### config.mk
export PLATFORM = sky130hd
export DESIGN_NAME = bp_cfg_seq
export DESIGN_NICKNAME = d
export VERILOG_FILES = /design/src/rtl/bp_cfg_seq_pkg.sv /design/src/rtl/bp_cfg_seq_gap_timer.sv /design/src/rtl/bp_cfg_seq.sv
export SDC_FILE = /design/constraint.sdc
export NUM_CORES = 1
export LEC_CHECK = 0
export BUFFER_PORTS_ARGS = -buffer_cell sky130_fd_sc_hd__buf_2
export CAP_MARGIN = 20
export CORE_MARGIN = 2
export CORE_UTILIZATION = 30
export CTS_CLUSTER_DIAMETER = 80
export CTS_CLUSTER_SIZE = 8
export DETAILED_ROUTE_END_ITERATION = 7
export PLACE_DENSITY = 0.6
export SYNTH_ARGS = -nofsm -noshare
export SYNTH_HDL_FRONTEND = slang
export SYNTH_SLANG_ARGS = --single-unit
### constraint.sdc
create_clock -name clk_i -period 4.3 [get_ports clk_i]
set_input_delay 0.645 -clock clk_i [delete_from_list [all_inputs] [get_ports clk_i]]
set_output_delay 0.645 -clock clk_i [all_outputs]
set_load 0.01 [all_outputs]
### src/rtl/bp_cfg_seq_pkg.sv
// Shared constants for the BlackParrot post-reset config sequencer:
// tile config register map and the sequencer state encoding.
package bp_cfg_seq_pkg;

  localparam logic [15:0] FREEZE      = 16'h0002;
  localparam logic [15:0] CORE_ID     = 16'h0004;
  localparam logic [15:0] ICACHE_MODE = 16'h0006;
  localparam logic [15:0] DCACHE_MODE = 16'h0008;
  localparam logic [15:0] CCE_MODE    = 16'h000A;

  localparam logic [2:0]  LAST_REG    = 3'd4;

  typedef enum logic [2:0] {
    S_IDLE,
    S_PROG,
    S_GAP,
    S_UNFRZ,
    S_READ,
    S_RWAIT,
    S_DONE
  } bp_cfg_seq_state_e;

endpackage

### src/rtl/bp_cfg_seq_gap_timer.sv
// Settle-gap down-counter: load arms it, expired_o marks the last gap cycle.
module bp_cfg_seq_gap_timer #(
  parameter int gap_cycles_p = 4
) (
  input  logic clk_i,
  input  logic reset_n_i,
  input  logic load_i,
  input  logic en_i,
  output logic expired_o
);

  localparam int GW = (gap_cycles_p > 0) ? $clog2(gap_cycles_p + 1) : 1;

  logic [GW-1:0] cnt;

  always_ff @(posedge clk_i or negedge reset_n_i) begin
    if (!reset_n_i)
      cnt <= '0;
    else if (load_i)
      cnt <= GW'(gap_cycles_p);
    else if (en_i && cnt != '0)
      cnt <= cnt - GW'(1);
  end

  assign expired_o = (cnt <= GW'(1));

endmodule

### src/rtl/bp_cfg_seq.sv
// Post-reset tile config sequencer: programs every core tile, then unfreezes each.
// Optional readback-and-compare after each write under BP_CFG_SEQ_READBACK_EN.
//   state | meaning
//   IDLE  | waiting for start_i
//   PROG  | config write of reg_cnt register to core_cnt
//   GAP   | settle cycles after an accepted write
//   UNFRZ | freeze=0 write to core_cnt
//   READ  | readback request of the last write (readback build)
//   RWAIT | waiting for readback data (readback build)
//   DONE  | sequence complete, sticky
module bp_cfg_seq
  import bp_cfg_seq_pkg::*;
#(
  parameter int num_core_p       = 1,
  parameter int cfg_addr_width_p = 16,
  parameter int cfg_data_width_p = 32,
  parameter int cce_mode_p       = 0,
  parameter int cache_mode_p     = 0,
  parameter int gap_cycles_p     = 4,
  localparam int IW = (num_core_p > 1) ? $clog2(num_core_p) : 1
) (
  input  logic                        clk_i,
  input  logic                        reset_n_i,
  input  logic                        start_i,
  output logic                        cfg_v_o,
  input  logic                        cfg_ready_i,
  output logic [IW-1:0]               cfg_core_id_o,
  output logic [cfg_addr_width_p-1:0] cfg_addr_o,
  output logic [cfg_data_width_p-1:0] cfg_data_o,
  output logic                        busy_o,
  output logic                        done_o
`ifdef BP_CFG_SEQ_READBACK_EN
  ,
  output logic                        cfg_r_v_o,
  input  logic                        cfg_r_ready_i,
  input  logic [cfg_data_width_p-1:0] cfg_r_data_i,
  input  logic                        cfg_r_data_v_i,
  output logic                        error_o
`endif
);

  localparam int CW = $clog2(num_core_p) + 1;
  localparam int AW = cfg_addr_width_p;
  localparam int DW = cfg_data_width_p;

  bp_cfg_seq_state_e state, state_nxt;
  logic [CW-1:0] core_cnt, core_nxt;
  logic [2:0]    reg_cnt, reg_nxt;
  logic          unfrz, unfrz_nxt;
  logic          advance, last_core, gap_load, gap_expired, payload_en;

  assign last_core = (core_cnt == CW'(num_core_p - 1));

  always_ff @(posedge clk_i or negedge reset_n_i) begin
    if (!reset_n_i) begin
      state    <= S_IDLE;
      core_cnt <= '0;
      reg_cnt  <= '0;
      unfrz    <= 1'b0;
    end else begin
      state    <= state_nxt;
      core_cnt <= core_nxt;
      reg_cnt  <= reg_nxt;
      unfrz    <= unfrz_nxt;
    end
  end

  always_comb begin
    state_nxt = state;
    core_nxt  = core_cnt;
    reg_nxt   = reg_cnt;
    unfrz_nxt = unfrz;
    advance   = 1'b0;
    gap_load  = 1'b0;
    case (state)
      S_IDLE: if (start_i) begin
        core_nxt  = '0;
        reg_nxt   = '0;
        unfrz_nxt = 1'b0;
        state_nxt = S_PROG;
      end
      S_PROG, S_UNFRZ: if (cfg_ready_i) begin
`ifdef BP_CFG_SEQ_READBACK_EN
        state_nxt = S_READ;
`else
        advance = 1'b1;
`endif
      end
`ifdef BP_CFG_SEQ_READBACK_EN
      S_READ:  if (cfg_r_ready_i) state_nxt = S_RWAIT;
      S_RWAIT: if (cfg_r_data_v_i) advance = 1'b1;
`endif
      S_GAP: if (gap_expired) state_nxt = unfrz ? S_UNFRZ : S_PROG;
      default: ;
    endcase

    // counters only move once the write (and readback, if built) completes
    if (advance) begin
      if (unfrz) begin
        core_nxt = core_cnt + CW'(1);
      end else if (reg_cnt == LAST_REG) begin
        reg_nxt = '0;
        if (last_core) begin
          core_nxt  = '0;
          unfrz_nxt = 1'b1;
        end else begin
          core_nxt = core_cnt + CW'(1);
        end
      end else begin
        reg_nxt = reg_cnt + 3'd1;
      end

      if (unfrz && last_core) begin
        state_nxt = S_DONE;
      end else if (gap_cycles_p > 0) begin
        state_nxt = S_GAP;
        gap_load  = 1'b1;
      end else begin
        state_nxt = unfrz_nxt ? S_UNFRZ : S_PROG;
      end
    end
  end

  assign payload_en = (state == S_PROG) || (state == S_UNFRZ) ||
                      (state == S_READ) || (state == S_RWAIT);

  always_comb begin
    cfg_v_o       = (state == S_PROG) || (state == S_UNFRZ);
    cfg_core_id_o = '0;
    cfg_addr_o    = '0;
    cfg_data_o    = '0;
    if (payload_en) begin
      cfg_core_id_o = IW'(core_cnt);
      if (unfrz) begin
        cfg_addr_o = AW'(FREEZE);
      end else begin
        case (reg_cnt)
          3'd0: begin cfg_addr_o = AW'(FREEZE);      cfg_data_o = DW'(1);            end
          3'd1: begin cfg_addr_o = AW'(CORE_ID);     cfg_data_o = DW'(core_cnt);     end
          3'd2: begin cfg_addr_o = AW'(ICACHE_MODE); cfg_data_o = DW'(cache_mode_p); end
          3'd3: begin cfg_addr_o = AW'(DCACHE_MODE); cfg_data_o = DW'(cache_mode_p); end
          default: begin cfg_addr_o = AW'(CCE_MODE); cfg_data_o = DW'(cce_mode_p);   end
        endcase
      end
    end
  end

  assign busy_o = (state != S_IDLE) && (state != S_DONE);
  assign done_o = (state == S_DONE);

  bp_cfg_seq_gap_timer #(.gap_cycles_p(gap_cycles_p)) u_gap (
    .clk_i     (clk_i),
    .reset_n_i (reset_n_i),
    .load_i    (gap_load),
    .en_i      (state == S_GAP),
    .expired_o (gap_expired)
  );

`ifdef BP_CFG_SEQ_READBACK_EN
  logic error;

  always_ff @(posedge clk_i or negedge reset_n_i) begin
    if (!reset_n_i)
      error <= 1'b0;
    else if (state == S_RWAIT && cfg_r_data_v_i && cfg_r_data_i != cfg_data_o)
      error <= 1'b1;
  end

  assign cfg_r_v_o = (state == S_READ);
  assign error_o   = error;
`endif

endmodule

==> results.md <==
* Cell area after layout at 1050 sq um
* Seq pwr share at 0.341
* Sw frac at 0.456
* # hold bufs at CTS at 0
* Most frequent CP cell: nor2_1
* Post-Syn Instances at 127
* Post-synthesis sequential area ratio at 0.253
* Combinational share of power at 0.555
* # diodes at 0
* Post-synth cell types at 29
* Tmin final at 2.27 ns
* Worst path slowest cell: dfrtp_1
* CP Data Arrival Time at 1.63 ns
* Post-Syn Area per Cell at 8.55 sq um
* Vias/cell at 3.92
* WL final at 1.59 mm
* Clock buffer depth at 2
* Drt wl/cell at 8.58 um
* Synth top area share at 0.304
* Hold Crit Class: in2async
* Critical path's top delay family: flip-flops
* Most frequent cell after synthesis: buf_4
* Io pins at 56
* Max Cap Viol at 0
* WP buf/inv at 2
* Clk pin slew, worst setup/hold paths at 0.07 ns
* Final ANT Viol Nets at 0
* Die Y at 64.2 um
* Largest net degree at the start of global routing at 12
* Type of origin of the critical path: register
* All-Layer GR Usage at 0.0793
* Fraction of layout cells with a size suffix above 1 at 0.129
* I/O Buffers at 11
* Setup violators final at 0
* Num CTS Buffers at 3
* Initial Util at 0.318
* Status: finished, final reports clean
* Final Hold Viols at 0
* Post-DP HPWL at 1.25 mm
* Area after DPL at 1020 sq um
* DRC viols at 0
* Die Footprint at 4120 sq um
* Global-route wire length before repair at 2.62 mm
* Gpl congestion at 0.713
* RSZ-0062 raised after global routing: false
* Vias at 725
* Final net count at 152
* Peak supply drop at 0.0872 mV
* Final Slew Violations at 0
* Worst Skew at 0.00612 ns
* Cell taking the most area after synthesis: buf_4
* # resized after CTS at 0
* Iter 0 DRT Violations at 39
* TritonCTS sink count at 11
* Post-synth EDFFs at 0
* Grt ovf at 0
* Delay of the slowest critical-path stage at 0.41 ns
* Fmax at 440 MHz
* Psw at 0.294 mW
* Setup TNS at 0 ns
* Final Core Density at 0.307
* Post-CTS Setup Bufs at 0
* Worst-skew pair later-pin latency at 0.26 ns
* Clk pwr share at 0.104
* WHS at 0.238 ns
* Cell Chain, Critical Path: inv_1 > ha_1 > nor2_1 > nor2_1 > o32a_1 > buf_2
* Area growth syn-to-layout at -3.46%
* Tcrit/Tclk final at 0.528
* FF+latch count, synth at 11
* Async set-reset flop share out of synthesis at 1.00
* Initial antenna violation count at 0
* First-pass DRT Iterations at 4
* CTS tree: yes
* Row Count at 21
* Post-Synthesis Cell Area at 1090 sq um
* Root Driver: clkbuf_4
* Synth area leaders: buf_4 30%, dfrtp_1 25%, ha_1 9.2%, a21oi_1 3.2%, nor2b_1 2.9%
* Die W at 64.2 um
* Critical Path RT at 3.65 ns
* CORE AREA at 3420 sq um
* H-tree Lvls at 1
* Top cells by count, synth: 44 x buf_4, 11 x dfrtp_1, 8 x ha_1
* Filler Cells Inserted at 375
* Leakage power at 0.528 nW
* Crit-path max FO at 7
* Most used DFF post-synth: dfrtp_1
* Crit. End Element: output port
* Pwr/cell area at 615 nW/um^2
* Pint at 0.351 mW
* Setup CP Type: reg2out
* Vias in the first global route at 593
* Synth Warn # at 0
## sequential cells by signal, summed over array words and instances (netlist names)
signal	flops
core_cnt	1
reg_cnt	3
state	3
u_gap.cnt	3
unfrz	1
## area by class of cell
type / instances / area [sq um] / share of cell area
multi-input combinational: 107 / 612 / 0.584
sequential: 11 / 275 / 0.263
clock buffer: 4 / 26.3 / 0.0251
tap: 46 / 57.6 / 0.0549
timing repair buffer: 11 / 55.1 / 0.0525
inverter: 6 / 22.5 / 0.0215
## worst reg2reg max path: stages, from the launching register on
cell and delay (ns):
dfrtp_1 0.47, or4b_4 0.58, o21a_1 0.15, a22o_1 0.24
## cells by family after synthesis
kind of cell | synth area share
flip-flops | 0.253
other | 0.00345
AND/OR/NAND/NOR | 0.184
buffers and inverters | 0.332
adder cells (fa/ha/maj) | 0.0922
AO/OA/AOI/OAI | 0.135
## cell usage in the layout, fill, tap and decap left out, types with 3 or more instances in the layout
cell	count
or3_1	3
dfrtp_1	11
clkbuf_4	3
nor2_1	6
nor3_1	3
a22o_1	3
o21ai_0	5
inv_1	6
conb_1	44
ha_1	8
buf_2	11
nor2b_1	5
nand2_1	4
a21oi_1	7
## final timing paths
path	startpoint	endpoint	slack, ns	depth (start not counted)
min in group clk_i	core_cnt$_DFF_PN0_	unfrz$_DFF_PN0_	0.55	1
hold reg to reg	core_cnt$_DFF_PN0_	unfrz$_DFF_PN0_	0.55	1
max in group asynchronous	reset_n_i	core_cnt$_DFF_PN0_	3.86	1
setup reg to reg	state[2]$_DFFE_PN0P_	reg_cnt[2]$_DFF_PN0_	2.75	3
hold / removal	reset_n_i	state[2]$_DFFE_PN0P_	0.24	1
setup / recovery	reg_cnt[0]$_DFF_PN0_	cfg_addr_o[1]	2.03	6
## power by group through the flow
stage	clock network, mW	registers [mW]	logic [mW]
after floorplan	0	0.192	0.321
after global placement	0	0.220	0.358
after detailed placement	0	0.221	0.359
after CTS	0.0711	0.220	0.361
after global routing	0.0754	0.232	0.414
final	0.0671	0.220	0.358
## metal layers
layer | wire (um) | vias up | global-route usage
li1 | - | 366 | -
met1 | 714 | 323 | 0.100
met2 | 722 | 34 | 0.122
met3 | 137 | 2 | 0.0229
met4 | 14 | 0 | 0.0399
met5 | 0 | - | 0
## metrics by stage
stage / instances / setup slack (ns) / power, mW
after floorplan: 170 / 2.39 / 0.514
after global placement: 181 / 2.34 / 0.578
after detailed placement: 181 / 2.32 / 0.580
after CTS: 185 / 2.02 / 0.652
after global routing: 185 / 1.87 / 0.722
final: 185 / 2.03 / 0.645
(Power assumes the default switching activity.)
